--- src/rtl/riscv_pkg.sv ---
// riscv_pkg: constants and types shared by the ID/EX stage and its ALU
// control decoder.
//   - alufn encodings driven to the EX-stage ALU
//   - RV32I major opcodes (instr[6:0])
//   - funct3 values (instr[14:12]) for arithmetic, branch, load/store and JALR
//   - alu_ctrl_t: decoded controls passed from alu_ctrl to the stage register
package riscv_pkg;

  localparam logic [3:0] ALU_ADD    = 4'b0000;
  localparam logic [3:0] ALU_SUB    = 4'b0001;
  localparam logic [3:0] ALU_PASS_B = 4'b0011;
  localparam logic [3:0] ALU_OR     = 4'b0100;
  localparam logic [3:0] ALU_AND    = 4'b0101;
  localparam logic [3:0] ALU_XOR    = 4'b0111;
  localparam logic [3:0] ALU_SRL    = 4'b1000;
  localparam logic [3:0] ALU_SLL    = 4'b1001;
  localparam logic [3:0] ALU_SRA    = 4'b1010;
  localparam logic [3:0] ALU_SLT    = 4'b1101;
  localparam logic [3:0] ALU_SLTU   = 4'b1111;

  localparam logic [6:0] OPC_LUI    = 7'b0110111;
  localparam logic [6:0] OPC_AUIPC  = 7'b0010111;
  localparam logic [6:0] OPC_JAL    = 7'b1101111;
  localparam logic [6:0] OPC_JALR   = 7'b1100111;
  localparam logic [6:0] OPC_BRANCH = 7'b1100011;
  localparam logic [6:0] OPC_LOAD   = 7'b0000011;
  localparam logic [6:0] OPC_STORE  = 7'b0100011;
  localparam logic [6:0] OPC_OP_IMM = 7'b0010011;
  localparam logic [6:0] OPC_OP     = 7'b0110011;

  // OP / OP-IMM
  localparam logic [2:0] F3_ADD_SUB = 3'b000;
  localparam logic [2:0] F3_SLL     = 3'b001;
  localparam logic [2:0] F3_SLT     = 3'b010;
  localparam logic [2:0] F3_SLTU    = 3'b011;
  localparam logic [2:0] F3_XOR     = 3'b100;
  localparam logic [2:0] F3_SRL_SRA = 3'b101;
  localparam logic [2:0] F3_OR      = 3'b110;
  localparam logic [2:0] F3_AND     = 3'b111;

  // BRANCH
  localparam logic [2:0] F3_BEQ     = 3'b000;
  localparam logic [2:0] F3_BNE     = 3'b001;
  localparam logic [2:0] F3_BLT     = 3'b100;
  localparam logic [2:0] F3_BGE     = 3'b101;
  localparam logic [2:0] F3_BLTU    = 3'b110;
  localparam logic [2:0] F3_BGEU    = 3'b111;

  // LOAD / STORE widths
  localparam logic [2:0] F3_MEM_B   = 3'b000;
  localparam logic [2:0] F3_MEM_H   = 3'b001;
  localparam logic [2:0] F3_MEM_W   = 3'b010;
  localparam logic [2:0] F3_MEM_BU  = 3'b100;
  localparam logic [2:0] F3_MEM_HU  = 3'b101;

  localparam logic [2:0] F3_JALR    = 3'b000;

  // Source of the ALU shift amount in the EX cycle.
  typedef enum logic [1:0] {
    SHAMT_ZERO = 2'd0,
    SHAMT_IMM  = 2'd1,
    SHAMT_RS2  = 2'd2
  } shamt_sel_e;

  typedef struct packed {
    logic [3:0] alufn;
    logic       a_pc;       // operand A is the PC
    logic       b_imm;      // operand B is the immediate
    shamt_sel_e shamt_sel;
    logic       writes_rd;  // instruction class writes a destination
    logic       illegal;
  } alu_ctrl_t;

  // OP / OP-IMM function by funct3; alt selects SUB / SRA.
  function automatic logic [3:0] arith_fn(input logic [2:0] funct3, input logic alt);
    logic [3:0] fn;
    case (funct3)
      F3_ADD_SUB: fn = alt ? ALU_SUB : ALU_ADD;
      F3_SLL:     fn = ALU_SLL;
      F3_SLT:     fn = ALU_SLT;
      F3_SLTU:    fn = ALU_SLTU;
      F3_XOR:     fn = ALU_XOR;
      F3_SRL_SRA: fn = alt ? ALU_SRA : ALU_SRL;
      F3_OR:      fn = ALU_OR;
      default:    fn = ALU_AND;
    endcase
    return fn;
  endfunction

endpackage

--- src/rtl/alu_ctrl.sv ---
// alu_ctrl: combinational decode of opcode/funct3/funct7b5 into the ALU
// function, operand selects, shift-amount source, destination-write class
// and the illegal flag.
// Ports:
//   opcode   in  7  instr[6:0]
//   funct3   in  3  instr[14:12]
//   funct7b5 in  1  instr[30]
//   ctrl     out    decoded alu_ctrl_t
module alu_ctrl
  import riscv_pkg::*;
(
  input  logic [6:0] opcode,
  input  logic [2:0] funct3,
  input  logic       funct7b5,
  output alu_ctrl_t  ctrl
);

  always_comb begin
    ctrl.alufn     = ALU_ADD;
    ctrl.a_pc      = 1'b0;
    ctrl.b_imm     = 1'b0;
    ctrl.shamt_sel = SHAMT_ZERO;
    ctrl.writes_rd = 1'b0;
    ctrl.illegal   = 1'b0;

    case (opcode)
      OPC_OP: begin
        ctrl.alufn     = arith_fn(funct3, funct7b5);
        ctrl.writes_rd = 1'b1;
        if (funct3 == F3_SLL || funct3 == F3_SRL_SRA)
          ctrl.shamt_sel = SHAMT_RS2;
        // funct7b5 is only meaningful for SUB and SRA
        if (funct7b5 && funct3 != F3_ADD_SUB && funct3 != F3_SRL_SRA)
          ctrl.illegal = 1'b1;
      end
      OPC_OP_IMM: begin
        // funct7b5 is an immediate bit except on shifts, so ADDI never becomes SUB
        ctrl.alufn     = arith_fn(funct3, (funct3 == F3_SRL_SRA) && funct7b5);
        ctrl.b_imm     = 1'b1;
        ctrl.writes_rd = 1'b1;
        if (funct3 == F3_SLL || funct3 == F3_SRL_SRA)
          ctrl.shamt_sel = SHAMT_IMM;
        if (funct3 == F3_SLL && funct7b5)
          ctrl.illegal = 1'b1;
      end
      OPC_LUI: begin
        ctrl.alufn     = ALU_PASS_B;
        ctrl.b_imm     = 1'b1;
        ctrl.writes_rd = 1'b1;
      end
      OPC_AUIPC, OPC_JAL: begin
        ctrl.a_pc      = 1'b1;
        ctrl.b_imm     = 1'b1;
        ctrl.writes_rd = 1'b1;
      end
      OPC_JALR: begin
        ctrl.b_imm     = 1'b1;
        ctrl.writes_rd = 1'b1;
        if (funct3 != F3_JALR)
          ctrl.illegal = 1'b1;
      end
      OPC_LOAD: begin
        ctrl.b_imm     = 1'b1;
        ctrl.writes_rd = 1'b1;
        if (!(funct3 inside {F3_MEM_B, F3_MEM_H, F3_MEM_W, F3_MEM_BU, F3_MEM_HU}))
          ctrl.illegal = 1'b1;
      end
      OPC_STORE: begin
        ctrl.b_imm = 1'b1;
        if (!(funct3 inside {F3_MEM_B, F3_MEM_H, F3_MEM_W}))
          ctrl.illegal = 1'b1;
      end
      OPC_BRANCH: begin
        case (funct3)
          F3_BEQ, F3_BNE, F3_BLT, F3_BGE: ctrl.alufn = ALU_SUB;
          F3_BLTU, F3_BGEU:               ctrl.alufn = ALU_SLTU;
          default:                        ctrl.illegal = 1'b1;
        endcase
      end
      default: ctrl.illegal = 1'b1;
    endcase

    // an illegal instruction must look like a harmless ADD that writes nothing
    if (ctrl.illegal) begin
      ctrl.alufn     = ALU_ADD;
      ctrl.a_pc      = 1'b0;
      ctrl.b_imm     = 1'b0;
      ctrl.shamt_sel = SHAMT_ZERO;
      ctrl.writes_rd = 1'b0;
    end
  end

endmodule

--- src/rtl/id_ex_alu_stage.sv ---
// id_ex_alu_stage: ID/EX pipeline register with ALU control decode and
// EX-cycle operand forwarding.
// Ports:
//   clk, rst                    clock, synchronous active-high reset
//   stall, flush                hold the register / load a bubble (flush wins)
//   id_*                        decoded ID-slot fields, registered on clk
//   exm_rd/regwrite/result      EX/MEM writeback (forwarding source, priority)
//   wb_rd/regwrite/result       MEM/WB writeback (forwarding source)
//   ex_valid, ex_pc, ex_rd      registered slot state
//   ex_a, ex_b, ex_shamt        ALU operands (forwarded, combinational)
//   ex_alufn, ex_regwrite       registered ALU function and destination write
//   ex_rs2_fwd                  forwarded rs2 (store data)
//   ex_illegal                  decode failed
// Build option: FORWARDING_EN -- when defined, rs1/rs2 are forwarded from
// EX/MEM then MEM/WB; otherwise registered regfile data is used and the
// hazard unit is expected to stall instead.
// Only XLEN = 32 is supported.
module id_ex_alu_stage
  import riscv_pkg::*;
#(
  parameter int XLEN = 32
) (
  input  logic            clk,
  input  logic            rst,
  input  logic            stall,
  input  logic            flush,
  input  logic            id_valid,
  input  logic [XLEN-1:0] id_pc,
  input  logic [XLEN-1:0] id_rs1_data,
  input  logic [XLEN-1:0] id_rs2_data,
  input  logic [XLEN-1:0] id_imm,
  input  logic [4:0]      id_rs1,
  input  logic [4:0]      id_rs2,
  input  logic [4:0]      id_rd,
  input  logic [6:0]      id_opcode,
  input  logic [2:0]      id_funct3,
  input  logic            id_funct7b5,
  input  logic [4:0]      exm_rd,
  input  logic            exm_regwrite,
  input  logic [XLEN-1:0] exm_result,
  input  logic [4:0]      wb_rd,
  input  logic            wb_regwrite,
  input  logic [XLEN-1:0] wb_result,
  output logic            ex_valid,
  output logic [XLEN-1:0] ex_a,
  output logic [XLEN-1:0] ex_b,
  output logic [4:0]      ex_shamt,
  output logic [3:0]      ex_alufn,
  output logic [XLEN-1:0] ex_rs2_fwd,
  output logic [4:0]      ex_rd,
  output logic            ex_regwrite,
  output logic [XLEN-1:0] ex_pc,
  output logic            ex_illegal
);

  alu_ctrl_t id_ctrl;

  alu_ctrl u_alu_ctrl (
    .opcode   (id_opcode),
    .funct3   (id_funct3),
    .funct7b5 (id_funct7b5),
    .ctrl     (id_ctrl)
  );

  logic            valid_q;
  logic [XLEN-1:0] pc_q;
  logic [XLEN-1:0] rs1_data_q;
  logic [XLEN-1:0] rs2_data_q;
  logic [XLEN-1:0] imm_q;
  logic [4:0]      rs1_q;
  logic [4:0]      rs2_q;
  logic [4:0]      rd_q;
  logic [3:0]      alufn_q;
  logic            a_pc_q;
  logic            b_imm_q;
  shamt_sel_e      shamt_sel_q;
  logic            regwrite_q;
  logic            illegal_q;

  // A bubble is loaded on reset, flush, or an invalid slot that is not
  // being held; stall holds everything otherwise.
  always_ff @(posedge clk) begin
    if (rst || flush || (!stall && !id_valid)) begin
      valid_q     <= 1'b0;
      pc_q        <= '0;
      rs1_data_q  <= '0;
      rs2_data_q  <= '0;
      imm_q       <= '0;
      rs1_q       <= '0;
      rs2_q       <= '0;
      rd_q        <= '0;
      alufn_q     <= ALU_ADD;
      a_pc_q      <= 1'b0;
      b_imm_q     <= 1'b0;
      shamt_sel_q <= SHAMT_ZERO;
      regwrite_q  <= 1'b0;
      illegal_q   <= 1'b0;
    end else if (!stall) begin
      valid_q     <= 1'b1;
      pc_q        <= id_pc;
      rs1_data_q  <= id_rs1_data;
      rs2_data_q  <= id_rs2_data;
      imm_q       <= id_imm;
      rs1_q       <= id_rs1;
      rs2_q       <= id_rs2;
      rd_q        <= id_rd;
      alufn_q     <= id_ctrl.alufn;
      a_pc_q      <= id_ctrl.a_pc;
      b_imm_q     <= id_ctrl.b_imm;
      shamt_sel_q <= id_ctrl.shamt_sel;
      regwrite_q  <= id_ctrl.writes_rd && (id_rd != 5'd0);
      illegal_q   <= id_ctrl.illegal;
    end
  end

  logic [XLEN-1:0] rs1_fwd;
  logic [XLEN-1:0] rs2_fwd;

`ifdef FORWARDING_EN
  // x0 never forwards, so a bubble (all indices zero) keeps zero operands
  function automatic logic [XLEN-1:0] forward(
    input logic [4:0]      rs,
    input logic [XLEN-1:0] regval,
    input logic [4:0]      m_rd,
    input logic            m_we,
    input logic [XLEN-1:0] m_res,
    input logic [4:0]      w_rd,
    input logic            w_we,
    input logic [XLEN-1:0] w_res
  );
    if (m_we && m_rd != 5'd0 && m_rd == rs)
      return m_res;
    else if (w_we && w_rd != 5'd0 && w_rd == rs)
      return w_res;
    else
      return regval;
  endfunction

  assign rs1_fwd = forward(rs1_q, rs1_data_q, exm_rd, exm_regwrite, exm_result,
                           wb_rd, wb_regwrite, wb_result);
  assign rs2_fwd = forward(rs2_q, rs2_data_q, exm_rd, exm_regwrite, exm_result,
                           wb_rd, wb_regwrite, wb_result);
`else
  assign rs1_fwd = rs1_data_q;
  assign rs2_fwd = rs2_data_q;

  // writeback ports and source indices only matter when forwarding is built in
  logic unused_fwd;
  assign unused_fwd = ^{exm_rd, exm_regwrite, exm_result,
                        wb_rd, wb_regwrite, wb_result, rs1_q, rs2_q};
`endif

  always_comb begin
    ex_shamt = 5'd0;
    case (shamt_sel_q)
      SHAMT_IMM: ex_shamt = imm_q[4:0];
      SHAMT_RS2: ex_shamt = rs2_fwd[4:0];
      default:   ex_shamt = 5'd0;
    endcase
  end

  assign ex_a        = a_pc_q  ? pc_q  : rs1_fwd;
  assign ex_b        = b_imm_q ? imm_q : rs2_fwd;
  assign ex_rs2_fwd  = rs2_fwd;
  assign ex_valid    = valid_q;
  assign ex_alufn    = alufn_q;
  assign ex_rd       = rd_q;
  assign ex_regwrite = regwrite_q;
  assign ex_pc       = pc_q;
  assign ex_illegal  = illegal_q;

endmodule

--- config.mk ---
export PLATFORM = sky130hd
export DESIGN_NAME = id_ex_alu_stage
export DESIGN_NICKNAME = d
export VERILOG_FILES = /design/src/rtl/riscv_pkg.sv /design/src/rtl/alu_ctrl.sv /design/src/rtl/id_ex_alu_stage.sv
export SDC_FILE = /design/constraint.sdc
export NUM_CORES = 1
export LEC_CHECK = 0
export ABC_AREA = 1
export CAP_MARGIN = 20
export CORE_AREA = 2 2 148 150
export CTS_CLUSTER_DIAMETER = 120
export DETAILED_ROUTE_END_ITERATION = 6
export DIE_AREA = 0 0 150 152
export PLACE_DENSITY = 0.78
export SLEW_MARGIN = 15
export SYNTH_ARGS = -nofsm -noshare
export SYNTH_HDL_FRONTEND = slang
export SYNTH_SLANG_ARGS = --single-unit
--- constraint.sdc ---
create_clock -name clk -period 1.5 [get_ports clk]
set_clock_uncertainty 0.15 [all_clocks]
set_input_delay 0.3 -clock clk [delete_from_list [all_inputs] [get_ports clk]]
set_output_delay 0.3 -clock clk [all_outputs]
set_load 0.03 [all_outputs]
==> flow_summary_export.csv <==
group,metric,value,unit
outcome,outcome,"complete, but fails checks",
outcome,violations,"negative setup slack",
critical_path,worst-r2r-cell-count,5,
grt,track_usage,19.8,%
die,die_h,152,µm
drt,vias_per_cell,4.64,
grt,grt_max_degree,64,
yosys,synth-edff-count,0,
placed_design,dp_hpwl,16.0,mm
timing,min_period,2000,ps
critical_path,critPathKind,"register to output port",
clocking,clk_pin_slew_worst_paths,60,ps
critical_path,cpPeakStageDelay,440,ps
placed_design,post_dp_cell_area,10300,µm²
timing,setup_violations,69,
hold_path,hold_end,"imm_q[30]$_SDFFE_PP0N_",
drt,num_vias,7100,
pwr,ir_worst_vdd,768,µV
layout,finish.instance_area,11800,µm²
die,row_count,54,
yosys,synth_top_area_share,45.6,%
grt,grt_pass1_wl,35.7,mm
layout,seq_area,2930,µm²
critical_path,crit_path_end_kind,"output port",
hold_path,min_path_cells,3,
critical_path,startpoint_type,"register",
critical_path,r2r-end,"a_pc_q$_SDFFE_PP0N_",
timing,fmax,0.501,GHz
die,pin_count,380,
clocking,cts_tree,"done",
drt,wl,23.8,mm
clocking,cts_buffers,17,
yosys,synth_top_cell_by_area,"dfxtp_1",
hold_path,hold_start,"stall",
drt,drt_iter0_markers,375,
placed_design,globalplace.congestion,0.866,
yosys,synth-seq-area-share,45.6,%
yosys,synth_area_leaders,"dfxtp_1, nand2_1, a21oi_1",
pwr,p_leak,5.09,nW
clocking,clockBufferDepth,2,
clocking,clock_latency,400,ps
drt,route.detailed.drc,0,
layout,drive_gt1_share,38.0,%
yosys,ys_warn_count,0,
critical_path,path_buf_inv,3,
grt,grt_overflow,0,
drt,ant_nets,0,
timing,fin_ws,-497,ps
yosys,synth-seq-cells,144,
layout,n_antenna_cell,0,
critical_path,worst_ep_arrival_time,1550,ps
clocking,cts_root_buf,"clkbuf_16",
drt,drt-pass1-iter-count,4,
die,die_area,22800,µm²
run,drv_cap,0,
hold_path,min_path_type,"primary input to register",
pwr,pwr_density_cell,847,nW/µm²
die,core_area,21400,µm²
critical_path,reg2reg_slack,320,ps
clocking,hold_buffers,0,
timing,hold_viol,0,
placed_design,portBuffers,293,
clocking,cts.sinks,144,
grt,antenna_found_initial,0,
layout,syn2layout_area_growth,87.2,%
drt,avgRoutedWirePerCell,15.6,µm
yosys,syn_inst,841,
yosys,postSynthAreaPerCell,7.53,µm²
layout,fillers,1880,
critical_path,crit_chain,"buf_12 -> buf_8 -> mux2_4 -> buf_6",
timing,worst_pin_slew,369,ps
placed_design,placed_cells,1475,
critical_path,crit_required,1050,ps
layout,layout.cells.non_filler,1529,
timing,drv_slew,0,
yosys,ys.flop_type,"dfxtp_1",
timing,period_share,133,%
die,initial_utilization,29.6,%
yosys,ys_async_sr_fraction,0,%
critical_path,worst-path-max-fanout,6,
yosys,syn-cell-area,6330,µm²
layout,multiInputGateArea,3520,µm²
yosys,synth_fp_nets,1078,
timing,max-slew-margin-rel,75.4,%
yosys,yosysUniqueCellTypes,24,
layout,nets,1473,
die,die_w,150,µm
critical_path,r2r-start,"a_pc_q$_SDFFE_PP0N_",
timing,rsz0062_at_grt,"true",
critical_path,path_delay_family,"flip-flops",
grt,grt_pass1_vias,6903,
clocking,htree_levels,4,
critical_path,crit_path_top_delay_cell,"dfxtp_4",
==> Yosys cell counts, types with 4 or more instances <==
| library cell | n |
|---|---|
| dfxtp_1 | 144 |
| nor3_1 | 4 |
| buf_2 | 17 |
| nand3_2 | 5 |
| nand2_2 | 5 |
| inv_2 | 5 |
| nand3_1 | 10 |
| a21oi_1 | 153 |
| nor2_2 | 4 |
| inv_1 | 21 |
| clkbuf_1 | 37 |
| nor2_1 | 32 |
| nand2_1 | 327 |
| mux2_2 | 64 |
==> cell type report <==
type	instances	share of cell area (%)
repair buffers	430	36.5
multi-input cells	616	29.7
flip-flops and latches	144	24.8
clock buffers	18	3.62
well taps	280	2.96
clock inverters	14	1.51
inverters	27	0.940
==> how the worst max path moves through the flow <==
| stage | start | to | slack (ps) | cells past startpoint |
|---|---|---|---|---|
| 6_report | b_imm_q$_SDFFE_PP0N_ | ex_b[26] | -500 | 4 |
| 3_3_place_gp | id_opcode[5] | ex_regwrite$_SDFFE_PP0N_ | -500 | 10 |
| 2_1_floorplan | shamt_sel_q[0]$_SDFFE_PP0N_ | ex_shamt[0] | -150 | 3 |
| 3_5_place_dp | id_opcode[3] | ex_alufn[1]$_SDFFE_PP0N_ | -540 | 10 |
| 4_1_cts | a_pc_q$_SDFFE_PP0N_ | ex_a[8] | -560 | 4 |
| 5_1_grt | b_imm_q$_SDFFE_PP0N_ | ex_b[26] | -560 | 4 |
==> cell families (layout without fill, tap and decap cells) <==
kind of cell | count (synthesis) | count (layout) | share of synthesized area [%]
simple gates | 394 | 394 | 25.1
compound gates | 156 | 156 | 12.4
flops | 144 | 144 | 45.6
buf+inv | 81 | 489 | 5.14
mux | 64 | 64 | 11.4
fa+ha+maj | 2 | 2 | 0.395
==> routing by layer <==
layer | global-route usage [%] | share of wire [%] | vias to the layer above
met3 | 6.22 | 8.9 | 31
met1 | 23.4 | 40 | 3285
met2 | 33.8 | 49 | 268
met5 | 0 | 0 | -
met4 | 6.60 | 2.0 | 0
li1 | - | - | 3516
==> worst reg2reg max path: stages (launching register included) <==
cell	delay (ps)
dfxtp_4	400
buf_6	110
clkbuf_16	150
buf_4	110
nand2_1	40
a21oi_1	150
==> through the flow <==
step                      power (mW)  util [%]  hold slack, ps  worst slack [ps]  setup TNS, ps
after global routing            10.4      55.5            66.0              -561         -34340
final                           10.0      55.5            64.5              -497         -30400
after CTS                       10.1      53.9            49.8              -564         -33240
after global placement          5.57      48.3             298              -497         -66960
after floorplan                 4.68         -             284              -151           -755
after detailed placement        5.58      48.3             305              -542         -67990
==> flip-flops by register name, indices dropped and copies added (netlist names) <==
register / flops
a_pc_q: 1
ex_alufn: 4
ex_rs2_fwd: 32
b_imm_q: 1
rs1_data_q: 32
ex_pc: 32
ex_regwrite: 1
ex_illegal: 1
imm_q: 32
ex_rd: 5
ex_valid: 1
shamt_sel_q: 2
==> layout by cell type, fill, tap and decap left out, drive strengths merged, types with 3 or more instances in the layout <==
cell / synthesis / layout
nand2: 332 / 332
buf: 17 / 281
a21oi: 153 / 153
dfxtp: 144 / 144
clkdlybuf4s50: 0 / 137
mux2: 64 / 64
nor2: 38 / 38
inv: 26 / 31
clkbuf: 37 / 22
nand3: 15 / 15
dlygate4sd2: 0 / 6
nor3: 5 / 5
clkinv: 1 / 4
bufinv: 0 / 3
clkinvlp: 0 / 3
==> timing repair <==
| action | 4_1_cts | 5_1_grt |
|---|---|---|
| endpoints found under the setup margin | 95 | 111 |
| setup buffers | 10 | 9 |
| cloned | 4 | 2 |
| pin swaps | 24 | 9 |
| gates resized for setup | 520 | 112 |
==> power by group <==
part	total, mW	leakage (nW)	switching [mW]	internal (mW)
combinational	1.62	3.62	0.770	0.853
clock	4.43	0.288	1.78	2.65
sequential	3.98	1.19	0.0616	3.92
total	10.0	5.09	2.61	7.42
Note: power is estimated with default switching activity, not from simulation.
